[src/rtl/key_event_fifo.sv]
// Memory-mapped key input port: synchronises key levels, queues a snapshot on every
// unmasked change, and exposes DATA/CTRL/MASK registers plus a level interrupt.
module key_event_fifo #(
  parameter int              NUM_KEYS  = 4,
  parameter int              BITS      = 32,
  parameter int              DEPTH     = 8,
  parameter logic [BITS-1:0] BASE      = 32'hF0000010,
  parameter logic [BITS-1:0] CTRL_BASE = 32'hF0000110,
  parameter logic [BITS-1:0] MASK_BASE = 32'hF0000210
) (
  input  logic                clk,
  input  logic                reset,
  input  logic                we,
  input  logic                re,
  input  logic [BITS-1:0]     memAddr,
  input  logic [BITS-1:0]     dataBusIn,
  input  logic [NUM_KEYS-1:0] key,
  output logic [BITS-1:0]     dataBusOut,
  output logic                irq
);

  localparam int CNT_W = $clog2(DEPTH + 1);
  localparam int PTR_W = $clog2(DEPTH);
  localparam logic [CNT_W-1:0] FULL_CNT = CNT_W'(DEPTH);
  localparam logic [CNT_W-1:0] CNT_ONE  = CNT_W'(1);
  localparam logic [PTR_W-1:0] PTR_ONE  = PTR_W'(1);

  logic [NUM_KEYS-1:0] keyMeta_r, keySync_r, keyPrev_r, mask_r;
  logic [NUM_KEYS-1:0] mem_r [DEPTH];
  logic [PTR_W-1:0]    wptr_r, rptr_r;
  logic [CNT_W-1:0]    count_r;
  logic                overrun_r, ie_r;

  logic rdData_s, rdCtrl_s, rdMask_s, wrCtrl_s, wrMask_s;
  logic evt_s, push_s, pop_s, overflow_s, notEmpty_s;
  logic unusedBus_s;

  assign rdData_s = re & ~we & (memAddr == BASE);
  assign rdCtrl_s = re & ~we & (memAddr == CTRL_BASE);
  assign rdMask_s = re & ~we & (memAddr == MASK_BASE);
  assign wrCtrl_s = we & (memAddr == CTRL_BASE);
  assign wrMask_s = we & (memAddr == MASK_BASE);

  assign notEmpty_s  = (count_r != '0);
  assign evt_s       = |((keySync_r ^ keyPrev_r) & mask_r);
  assign pop_s       = rdData_s & notEmpty_s;
  // A pop in the same cycle frees the slot, so a full FIFO still accepts the push.
  assign push_s      = evt_s & ((count_r < FULL_CNT) | pop_s);
  assign overflow_s  = evt_s & ~push_s;
  assign unusedBus_s = ^dataBusIn;

  assign irq = ie_r & (notEmpty_s | overrun_r);

  // Key synchroniser and change-detect snapshot.
  always_ff @(posedge clk or negedge reset) begin
    if (!reset) begin
      keyMeta_r <= '0;
      keySync_r <= '0;
      keyPrev_r <= '0;
    end else begin
      keyMeta_r <= key;
      keySync_r <= keyMeta_r;
      keyPrev_r <= keySync_r;
    end
  end

  // Event storage; head is only observed when count is non-zero.
  always_ff @(posedge clk) begin
    if (push_s) begin
      mem_r[wptr_r] <= keySync_r;
    end
  end

  // FIFO pointers and occupancy.
  always_ff @(posedge clk or negedge reset) begin
    if (!reset) begin
      wptr_r  <= '0;
      rptr_r  <= '0;
      count_r <= '0;
    end else begin
      if (push_s) wptr_r <= wptr_r + PTR_ONE;
      if (pop_s)  rptr_r <= rptr_r + PTR_ONE;
      case ({push_s, pop_s})
        2'b10:   count_r <= count_r + CNT_ONE;
        2'b01:   count_r <= count_r - CNT_ONE;
        default: count_r <= count_r;
      endcase
    end
  end

  // Control and mask registers; a coincident overflow beats a clearing write.
  always_ff @(posedge clk or negedge reset) begin
    if (!reset) begin
      overrun_r <= 1'b0;
      ie_r      <= 1'b0;
      mask_r    <= '1;
    end else begin
      if (overflow_s)                      overrun_r <= 1'b1;
      else if (wrCtrl_s && !dataBusIn[2])  overrun_r <= 1'b0;
      if (wrCtrl_s) ie_r   <= dataBusIn[8];
      if (wrMask_s) mask_r <= dataBusIn[NUM_KEYS-1:0];
    end
  end

  // Read-data mux.
  always_comb begin
    dataBusOut = '0;
    if (!reset) begin
      dataBusOut = '0;
    end else if (rdData_s) begin
      if (notEmpty_s) begin
        dataBusOut[NUM_KEYS-1:0] = mem_r[rptr_r];
      end else begin
        dataBusOut = '0;
      end
    end else if (rdCtrl_s) begin
      dataBusOut[0]            = notEmpty_s;
      dataBusOut[2]            = overrun_r;
      dataBusOut[8]            = ie_r;
      dataBusOut[16 +: CNT_W]  = count_r;
    end else if (rdMask_s) begin
      dataBusOut[NUM_KEYS-1:0] = mask_r;
    end else begin
      dataBusOut = '0;
    end
  end

endmodule

[config.mk]
export PLATFORM = sky130hd
export DESIGN_NAME = key_event_fifo
export DESIGN_NICKNAME = d
export VERILOG_FILES = /design/src/rtl/key_event_fifo.sv
export SDC_FILE = /design/constraint.sdc
export NUM_CORES = 1
export LEC_CHECK = 0
export CORE_UTILIZATION = 46
export CTS_BUF_LIST = sky130_fd_sc_hd__clkbuf_2 sky130_fd_sc_hd__clkbuf_4 sky130_fd_sc_hd__clkbuf_8
export CTS_CLUSTER_SIZE = 10
export DETAILED_ROUTE_END_ITERATION = 6
export HOLD_SLACK_MARGIN = 0.12
export PLACE_DENSITY_LB_ADDON = 0.2
export SLEW_MARGIN = 20
export SYNTH_ARGS = -nofsm -noshare
export SYNTH_HDL_FRONTEND = slang
export SYNTH_SLANG_ARGS = --single-unit
[constraint.sdc]
create_clock -name clk -period 2.6 [get_ports clk]
set_input_delay 0.52 -clock clk [delete_from_list [all_inputs] [get_ports clk]]
set_output_delay 0.52 -clock clk [all_outputs]
set_load 0.02 [all_outputs]
# --- Yosys cells after proc, flatten, opt, wreduce, memory -nomap -nowiden ---
# Memory sizes are Yosys's and may differ from the RTL's.
# Cells that the tools add are included.
word_totals:
  output_inout_bits: 33
  mem_count: 1
  reg_bits: 28
  mem_bits_rw: 32
  input_bits: 72
mem_list:
  columns: ["memory", "words", "width", "rd", "rd_clocked_by_memory_dff", "write_ports", "line_no", "source"]
  rows:
  - ["mem_r", 8, 4, 1, 0, 1, "29", "logic [NUM_KEYS-1:0] mem_r [DEPTH];"]
op_classes:
  order_cmp: 1
  n_eq_ne: 5
  n_addsub: 4
  muxes: 15
  bitwise_logic: 16
  reduce_logical: 6
ops:
  columns: ["op", "count"]
  rows:
  - ["$eq 32x32->1 const B", 3]
  - ["$mux 32", 1]
  - ["$mux 20", 1]
  - ["$mux 4", 3]
  - ["$and 1x1->1", 10]
  - ["$mux 1", 9]
  - ["$pmux 4 s2", 1]
  - ["$add 3x1->3 const B", 2]
  - ["$add 4x1->4 const B", 1]
  - ["$and 4x4->4", 1]
  - ["$lt 4x4->1 const B", 1]
  - ["$reduce_bool 2->1", 2]
  - ["$reduce_bool 4->1", 1]
  - ["$reduce_or 4->1", 1]
  - ["$sub 4x1->4 const B", 1]
  - ["$xor 4x4->4", 1]
  - ["$eq 2x1->1 const B", 1]
  - ["$eq 2x2->1 const B", 1]
  - ["$not 1->1", 2]
  - ["$or 1x1->1", 2]
  - ["$logic_and 1x1->1", 1]
  - ["$logic_not 1->1", 1]

# --- Depth between registers and ports, before layout ---
# Gate-level depths: netlist of run 1.
logic_depth:
  depth_word: 9
  ltp_mapped: 12
  mapped_depth_nobuf: 11

# --- Least setup slack after synthesis of run 1 ---
# No wires, ideal clock.
synth_path:
  path_kind: "input -> register"
  startpoint: "input port memAddr[0]"
  endpoint: "register count_r[2]"
  n_path_buf: 1
  required_time_ps: 2475
  cell_stages: 12
  arrival_time_ps: 2625
  slack_ps: -151
  setup_ps: 125
  cell_sequence: "nor4_1 nand4_1 nor2_2 o211ai_1 buf_2 ha_1 xor2_1 ha_1 a21oi_1 xor2_1 nor2_1 xor2_1"
synth_between:
  elab_chain_cells: 7
  word_cells_on_any_way: 9
  cone_classes: "eq/ne (3); mux (1); bitwise (4); reduce/logical (1)"
synth_lines:
  columns: ["element", "line_no", "source"]
  rows:
  - ["start, declared", "15", "input logic [BITS-1:0] memAddr,"]
  - ["$eq 32x32->1 *", "38", "assign rdData_s = re & ~we & (memAddr == BASE);"]
  - ["$and 1x1->1 *", "38", null]
  - ["$and 1x1->1 *", "46", "assign pop_s = rdData_s & notEmpty_s;"]
  - ["$or 1x1->1", "48", "assign push_s = evt_s & ((count_r < FULL_CNT) | pop_s);"]
  - ["$and 1x1->1", "48", null]
  - ["$eq 2x1->1 or $eq 2x2->1 (tied branches)", "83", "case ({push_s, pop_s})"]
  - ["$pmux 4 s2 or $reduce_bool 2->1 (tied branches)", null, null]
  - ["end signal, assigned", "84", "2'b10: count_r <= count_r + CNT_ONE;"]
  - ["end signal, assigned", "85", "2'b01: count_r <= count_r - CNT_ONE;"]
  - ["end signal, assigned", "86", "default: count_r <= count_r;"]
  - ["end, declared", "31", "logic [CNT_W-1:0] count_r;"]
# Mark *: on every way between the ends. The rest lies on a longest branch, timed or not.
# A chain may end at the register's enable or synchronous reset.

# --- Worst setup path after layout of run 1 ---
layout_path:
  startpoint: "input port we"
  endpoint: "output port dataBusOut[2]"
layout_between:
  elab_chain_cells: 7
  word_cells_on_any_way: 9
  cone_classes: "mux (4); bitwise (5)"
layout_lines:
  columns: ["element", "line_no", "source"]
  rows:
  - ["start, declared", "13", "input logic we,"]
  - ["$not 1->1 *", "38, 39, 40", null]
  - ["$and 1x1->1 *", "38, 39, 40", null]
  - ["$and 1x1->1", "40", "assign rdMask_s = re & ~we & (memAddr == MASK_BASE);"]
  - ["$mux 4", "121", "end else if (rdMask_s) begin"]
  - ["$mux 1", "116", "end else if (rdCtrl_s) begin"]
  - ["$mux 20 *", "110", "end else if (rdData_s) begin"]
  - ["$mux 32 *", "108", "if (!reset) begin"]
  - ["end, declared", "18", "output logic [BITS-1:0] dataBusOut,"]
# Marks and branches as above.

==> impl_metrics.ini, run 1 <==
[global_route]
grt_util_all_layers_pct = 18.8
first_global_vias = 1792
grt_use_met2_pct = 29.8
grt_first_pass_wirelength_mm = 8.85
grt.met3_usage_pct = 5.00
antenna_found_initial = 0
grt_start_max_net_pins = 17
grt_busiest_layer = met2
leftover_overflow_at_the_end_of_global_routing = 0
met1_track_demand_over_resource_pct = 25.3

[yosys]
synth_top_area_share_pct = 34.1
synth-seq-cells = 60
syn_avg_cell_area_um2 = 14.1
synth_top_cells_by_area = edfxtp_1 34%, dfrtp_1 21%, mux4_2 6.4%
synth_seq_area_share_pct = 59.2
ys_types = 44
asyncSetResetFlopFracSynth_pct = 46.7
edff_count_synth = 32
synth_flop_cell = edfxtp_1
post_synth_inst_count = 199
synth.yosys.warnings = 0
netlist_area_um2 = 2810
post-synth-top-area-cell = edfxtp_1

[cts]
tritoncts = done
worst_skew_pair.late_latency_ps = 320
cts-htree-levels = 3
worst_setup_hold_path_clk_slew_ps = 60
cts.root.buffer_cell = clkbuf_8
cts_num_sinks = 60
cts_max_path_buffers = 2
cts_made_buffers = 9

[floorplan]
core_region_area_um2 = 5920
rows = 28
die_h_um = 80.2
ios = 105
fp.dieArea_um2 = 6430
die_x_um = 80.2
starting_density_pct = 47.5

[placement]
io_buffers = 54
dp_hpwl_mm = 4.17
routabilityCongestion = 0.742
dp.cells = 355
dp_slack_ps = -681

[detailed_routing]
route.antenna.remaining_nets = 0
wl_per_cell_um = 14.8
post_drt_via_cell_ratio = 5.01
drt-initial-drc-count = 134
drt_pre_antenna_iters = 4
route.final.wire_length_mm = 5.50
route.detailed.drc = 0
dr_total_vias = 1868

[setup_path]
slowest_delay_ps = 540
timing.critical_path.buf_inv = 2
critPathKind = primary input to output port
crit_path_top_delay_cell = or4b_4
worstSetupStartpointType = primary input
path_delay_family = simple AND/OR/NAND/NOR gates
timing.critical_path.to_type = output port
worstPathCellList = dlygate4sd2_1, or4b_4, nor4b_4, nand2_2, o22ai_2, buf_4
timing.critical_path.required_ps = 2080
critical_path_arrival_ps = 2000
top_fanout_value_on_the_critical_path = 4

[timing]
hold_viol = 0
fin_ws_ps = 84.3
period_share_pct = 96.8
final.min_clock_period_ps = 2520
timing.clock.skew_ps = 7.01
slew_viol_final = 0
rsz0062_at_grt = true
clock.fmax_ghz = 0.398
setup_violations = 0
hold_ws_ps = 351

[finish]
filler_cell_count = 444
drive_gt1_share_pct = 37.9
final_net_count = 370
layoutNonFillerInstCount = 373
diodes_inserted = 0
layout-area-overhead-vs-synth_pct = 36.7

[run_status]
outcome = complete, no violations

[power]
cellLeakagePower_uw = 0.00161
power.density_cell_area_nw_per_um2 = 505
fin_total_pwr_uw = 1940
worst_ir_drop_vdd_uv = 441

[job]
max_cap_viol_count = 0

[worst_hold_path]
worst_hold_path_class = flip-flop to flip-flop
==> area by class of cell <==
cell class / count / area (µm²) / area share (%)
inverter: 5 / 18.8 / 0.488
sequential: 60 / 1670 / 43.3
multi-input combinational: 127 / 1150 / 29.8
tap: 75 / 93.8 / 2.44
clock buffer: 9 / 124 / 3.22
timing repair buffer: 90 / 732 / 19.0
clock inverter: 7 / 66.3 / 1.72
==> cells in the final DEF, fill, tap and decap left out, types with 5 or more instances in the layout <==
cell type	instances
buf_2	5
clkdlybuf4s50_1	10
inv_1	5
nor4_1	6
buf_4	37
dlygate4sd2_1	5
clkbuf_8	9
clkbuf_2	14
buf_6	6
conb_1	23
edfxtp_1	32
xor2_1	7
dfrtp_1	24
clkdlybuf4s15_1	9
mux2_1	7
mux4_2	8
and2_1	5
xnor2_1	5
==> per-stage QoR <==
step                cell area (µm²)  util (%)  setup TNS, ps
finish                         3850      65.0              0
global route                   3850      65.0          -25.7
CTS                            3830      64.7              0
detailed placement             3640      61.4         -20640
global placement               3640      61.4         -19690
floorplan                      2940         -          -10.3
==> report_power, final <==
group	switching [µW]	total (µW)	internal [µW]
clock network	360	797	437
logic	67.2	127	59.8
registers	8.06	1020	1010
==> path summary, 6_finish.rpt <==
kind / startpoint / end / slack, ps / depth (start not counted)
min reg2reg: keyMeta_r[1]$_DFF_PN0_ / keySync_r[1]$_DFF_PN0_ / 350 / 0
max reg2reg: count_r[0]$_DFFE_PN0P_ / count_r[2]$_DFFE_PN0P_ / 140 / 10
min: keyMeta_r[1]$_DFF_PN0_ / keySync_r[1]$_DFF_PN0_ / 350 / 0
max in group asynchronous: reset / mask_r[0]$_DFFE_PN1P_ / 1760 / 2
max: we / dataBusOut[2] / 80 / 6
min in group asynchronous: reset / rptr_r[1]$_DFFE_PN0P_ / 600 / 2
==> per-layer routing <==
layer | wire [µm] | share of wire [%]
met5 | 0 | 0
met4 | 25 | 0.45
met3 | 260 | 4.7
met2 | 2660 | 48
met1 | 2560 | 47
==> repair_timing <==
item	CTS	global route
hold endpoints to repair	0	0
gates resized for setup	84	61
endpoints found under the setup margin	40	15
buffers inserted	3	0
hold buffers	0	0
pin swaps	17	19
==> Yosys cell counts, drive strengths merged (2+ instances only) <==
cell    instances
nor3            4
buf            28
inv             5
dfstp           4
nor2            4
xor2            8
ha              5
a22oi           4
nand2           6
o21ai           2
nor4b           3
mux4            8
nand3           4
mux2            8
edfxtp         32
and2            5
and3            2
nand4           2
o22ai           2
xnor2           5
a21oi           2
nand3b          2
nor2b           3
mux2i           4
nor4           10
dfrtp          24
==> cell families (layout without fill, tap and decap cells) <==
family	count (synthesis)	after routing	share of synthesized area, %
compound gates	15	15	3.69
mux	20	20	11.0
other cells	1	23	0.133
simple gates	51	51	11.9
fa+ha+maj	5	5	2.22
xor+xnor	13	13	4.05
flops	60	60	59.2
buf+inv	34	111	7.74
==> state kept, by name, summed over array words and instances (netlist names) <==
signal / flops
keyPrev_r: 4
overrun_r: 1
keyMeta_r: 4
ie_r: 1
mem_r: 32
rptr_r: 3
count_r: 4
wptr_r: 3
mask_r: 4
keySync_r: 4
Power figures use the tool's default switching activity.
==> inputs of run 2 (changes only) <==
--- a/config.mk
+++ b/config.mk
@@ -5,10 +5,11 @@
 export SDC_FILE = /design/constraint.sdc
 export NUM_CORES = 1
 export LEC_CHECK = 0
-export CORE_UTILIZATION = 46
+export CORE_UTILIZATION = 65
 export CTS_BUF_LIST = sky130_fd_sc_hd__clkbuf_2 sky130_fd_sc_hd__clkbuf_4 sky130_fd_sc_hd__clkbuf_8
 export CTS_CLUSTER_SIZE = 10
 export DETAILED_ROUTE_END_ITERATION = 6
+export DONT_BUFFER_PORTS = 1
 export HOLD_SLACK_MARGIN = 0.12
 export PLACE_DENSITY_LB_ADDON = 0.2
 export SLEW_MARGIN = 20
==> run 2 against run 1 <==
  * Routed wire length decreased by 4.1%
  * Sequential power hardly changed
  * Design area decreased by 16%
  * Clock power increased by 7.4%
  * Hold slack got worse by 140 ps
  * Clock skew down 1.9 ps
  * Via count decreased by 11%
  * Critical endpoint unchanged
  * Largest power group unchanged
==> impl_metrics.ini, run 2 (synthesized netlist as in run 1, its figures left out) <==
[timing]
final.min_clock_period_ps = 2550
period_share_pct = 98.0
hold_viol = 0
fin_ws_ps = 51.8
slew_viol_final = 0
rsz0062_at_grt = true
setup_violations = 0
clock.fmax_ghz = 0.392
timing.clock.skew_ps = 5.07
hold_ws_ps = 215

[detailed_routing]
dr_total_vias = 1669
route.final.wire_length_mm = 5.28
route.antenna.remaining_nets = 0
length_of_routed_wiring_on_met1_mm = 2.18
drt_pre_antenna_iters = 4
route.detailed.drc = 0
wl_per_cell_um = 18.6
wire_length_on_met2_mm = 2.57
drt-initial-drc-count = 119
post_drt_via_cell_ratio = 5.90
route.met3.wl_um = 479
dr.max_layer_used = met4

[floorplan]
fp.dieArea_um2 = 4600
ios = 105
die_x_um = 67.8
rows = 23
core_region_area_um2 = 4090
die_h_um = 67.8
starting_density_pct = 68.9

[placement]
io_buffers = 0
routabilityCongestion = 0.842
dp_slack_ps = -85.3
dp_hpwl_mm = 3.74
post_dp_cell_area_um2 = 2960

[job]
max_cap_viol_count = 0

[finish]
drive_gt1_share_pct = 29.6
final_common_cell = edfxtp_1
final_net_count = 305
mostFrequentLayoutCells = 32 x edfxtp_1, 23 x conb_1, 23 x dfrtp_1, 23 x buf_4, 11 x clkbuf_8
largest_register_ffs = 32
final_core_utilization_pct = 79.1
regMostFlops = mem_r
finish.instance_area_um2 = 3230
layout-area-overhead-vs-synth_pct = 14.9
diodes_inserted = 0

[global_route]
leftover_overflow_at_the_end_of_global_routing = 0
first_global_vias = 1604
grt_start_max_net_pins = 29
grt_util_all_layers_pct = 26.5
antenna_found_initial = 0
grt_first_pass_wirelength_mm = 8.22

[power]
power.density_cell_area_nw_per_um2 = 600
worst_ir_drop_vdd_uv = 485
cellLeakagePower_uw = 0.00128

[setup_path]
crit_path_top_delay_cell = or4_4
worstReg2RegStart = keySync_r[1]$_DFF_PN0_
setup.reg_to_reg.worst_slack_ps = 190
critical_path_arrival_ps = 2030
worstSetupStartpointType = flip-flop
cp-endpoint = dataBusOut[2]
worstRegToRegCells = 11
worstPathCellList = or4_4, nor4b_4, buf_4, nand2_1, o22ai_2, buf_4
top_fanout_value_on_the_critical_path = 5
timing.critical_path.to_type = output port
timing.critical_path.required_ps = 2080
critPathKind = flip-flop to output port
path_delay_family = simple AND/OR/NAND/NOR gates
timing.critical_path.buf_inv = 2
terminus_of_the_critical_flop_to_flop_path = count_r[3]$_DFFE_PN0P_
slowest_delay_ps = 530
beginning_of_the_critical_path = count_r[3]$_DFFE_PN0P_
cpMostUsedCell = buf_4
worst-path-stages = 6

[cts]
cts-htree-levels = 3
cts.root.buffer_cell = clkbuf_8
tritoncts = done
cts_max_path_buffers = 2
worst_setup_hold_path_clk_slew_ps = 60
cts_num_sinks = 60
cts_made_buffers = 9
worst_skew_pair.late_latency_ps = 330

[run_status]
outcome = complete, no violations

[worst_hold_path]
worst_hold_path_class = primary input to flip-flop
-- run 2: worst min-delay path by stage --
| stage | cells after the start | slack (ps) | from | to |
|---|---|---|---|---|
| floorplan | 0 | 220 | reset | count_r[0]$_DFFE_PN0P_ |
| global placement | 0 | 230 | reset | rptr_r[2]$_DFFE_PN0P_ |
| detailed placement | 0 | 230 | reset | rptr_r[2]$_DFFE_PN0P_ |
| CTS | 0 | 210 | key[2] | keyMeta_r[2]$_DFF_PN0_ |
| global route | 0 | 200 | key[3] | keyMeta_r[3]$_DFF_PN0_ |
| finish | 0 | 210 | key[2] | keyMeta_r[2]$_DFF_PN0_ |
-- run 2: what timing repair did --
| action | CTS | global route |
|---|---|---|
| buffers inserted | 0 | 1 |
| resized for setup | 0 | 6 |
| hold buffers | 2 | 0 |
| endpoints found under the setup margin | 0 | 10 |
| hold endpoints to repair | 28 | 0 |
-- run 2: per-stage QoR --
step | total power (µW) | setup TNS [ps] | std cells
after floorplan | 1110 | -10.3 | 221
after global placement | 1090 | 0 | 264
after detailed placement | 1090 | -124 | 264
after CTS | 1940 | 0 | 282
after global routing | 1990 | -27.4 | 283
final | 1940 | 0 | 283
-- run 2: per-layer routing --
layer | GRT usage [%] | up-vias
met5 | 0 | -
met4 | 9.38 | 0
met3 | 7.60 | 4
met2 | 40.1 | 80
met1 | 36.8 | 827
li1 | - | 758
-- run 2: final cells by class --
cell class,count,area (µm²)
clock buffer,12,159
clock inverter,4,47.5
fill,223,853
inverter,5,18.8
multi-input combinational,127,1070
sequential,60,1670
tap,50,62.6
timing repair buffer,25,203
-- run 2: where the power goes --
group / total (µW) / leakage, µW / switching (µW) / internal (µW)
Sequential: 1020 / 0.000630 / 9.32 / 1010
Combinational: 61.1 / 0.000542 / 47.3 / 13.8
Clock: 856 / 0.000106 / 354 / 502
Total: 1940 / 0.00128 / 411 / 1530
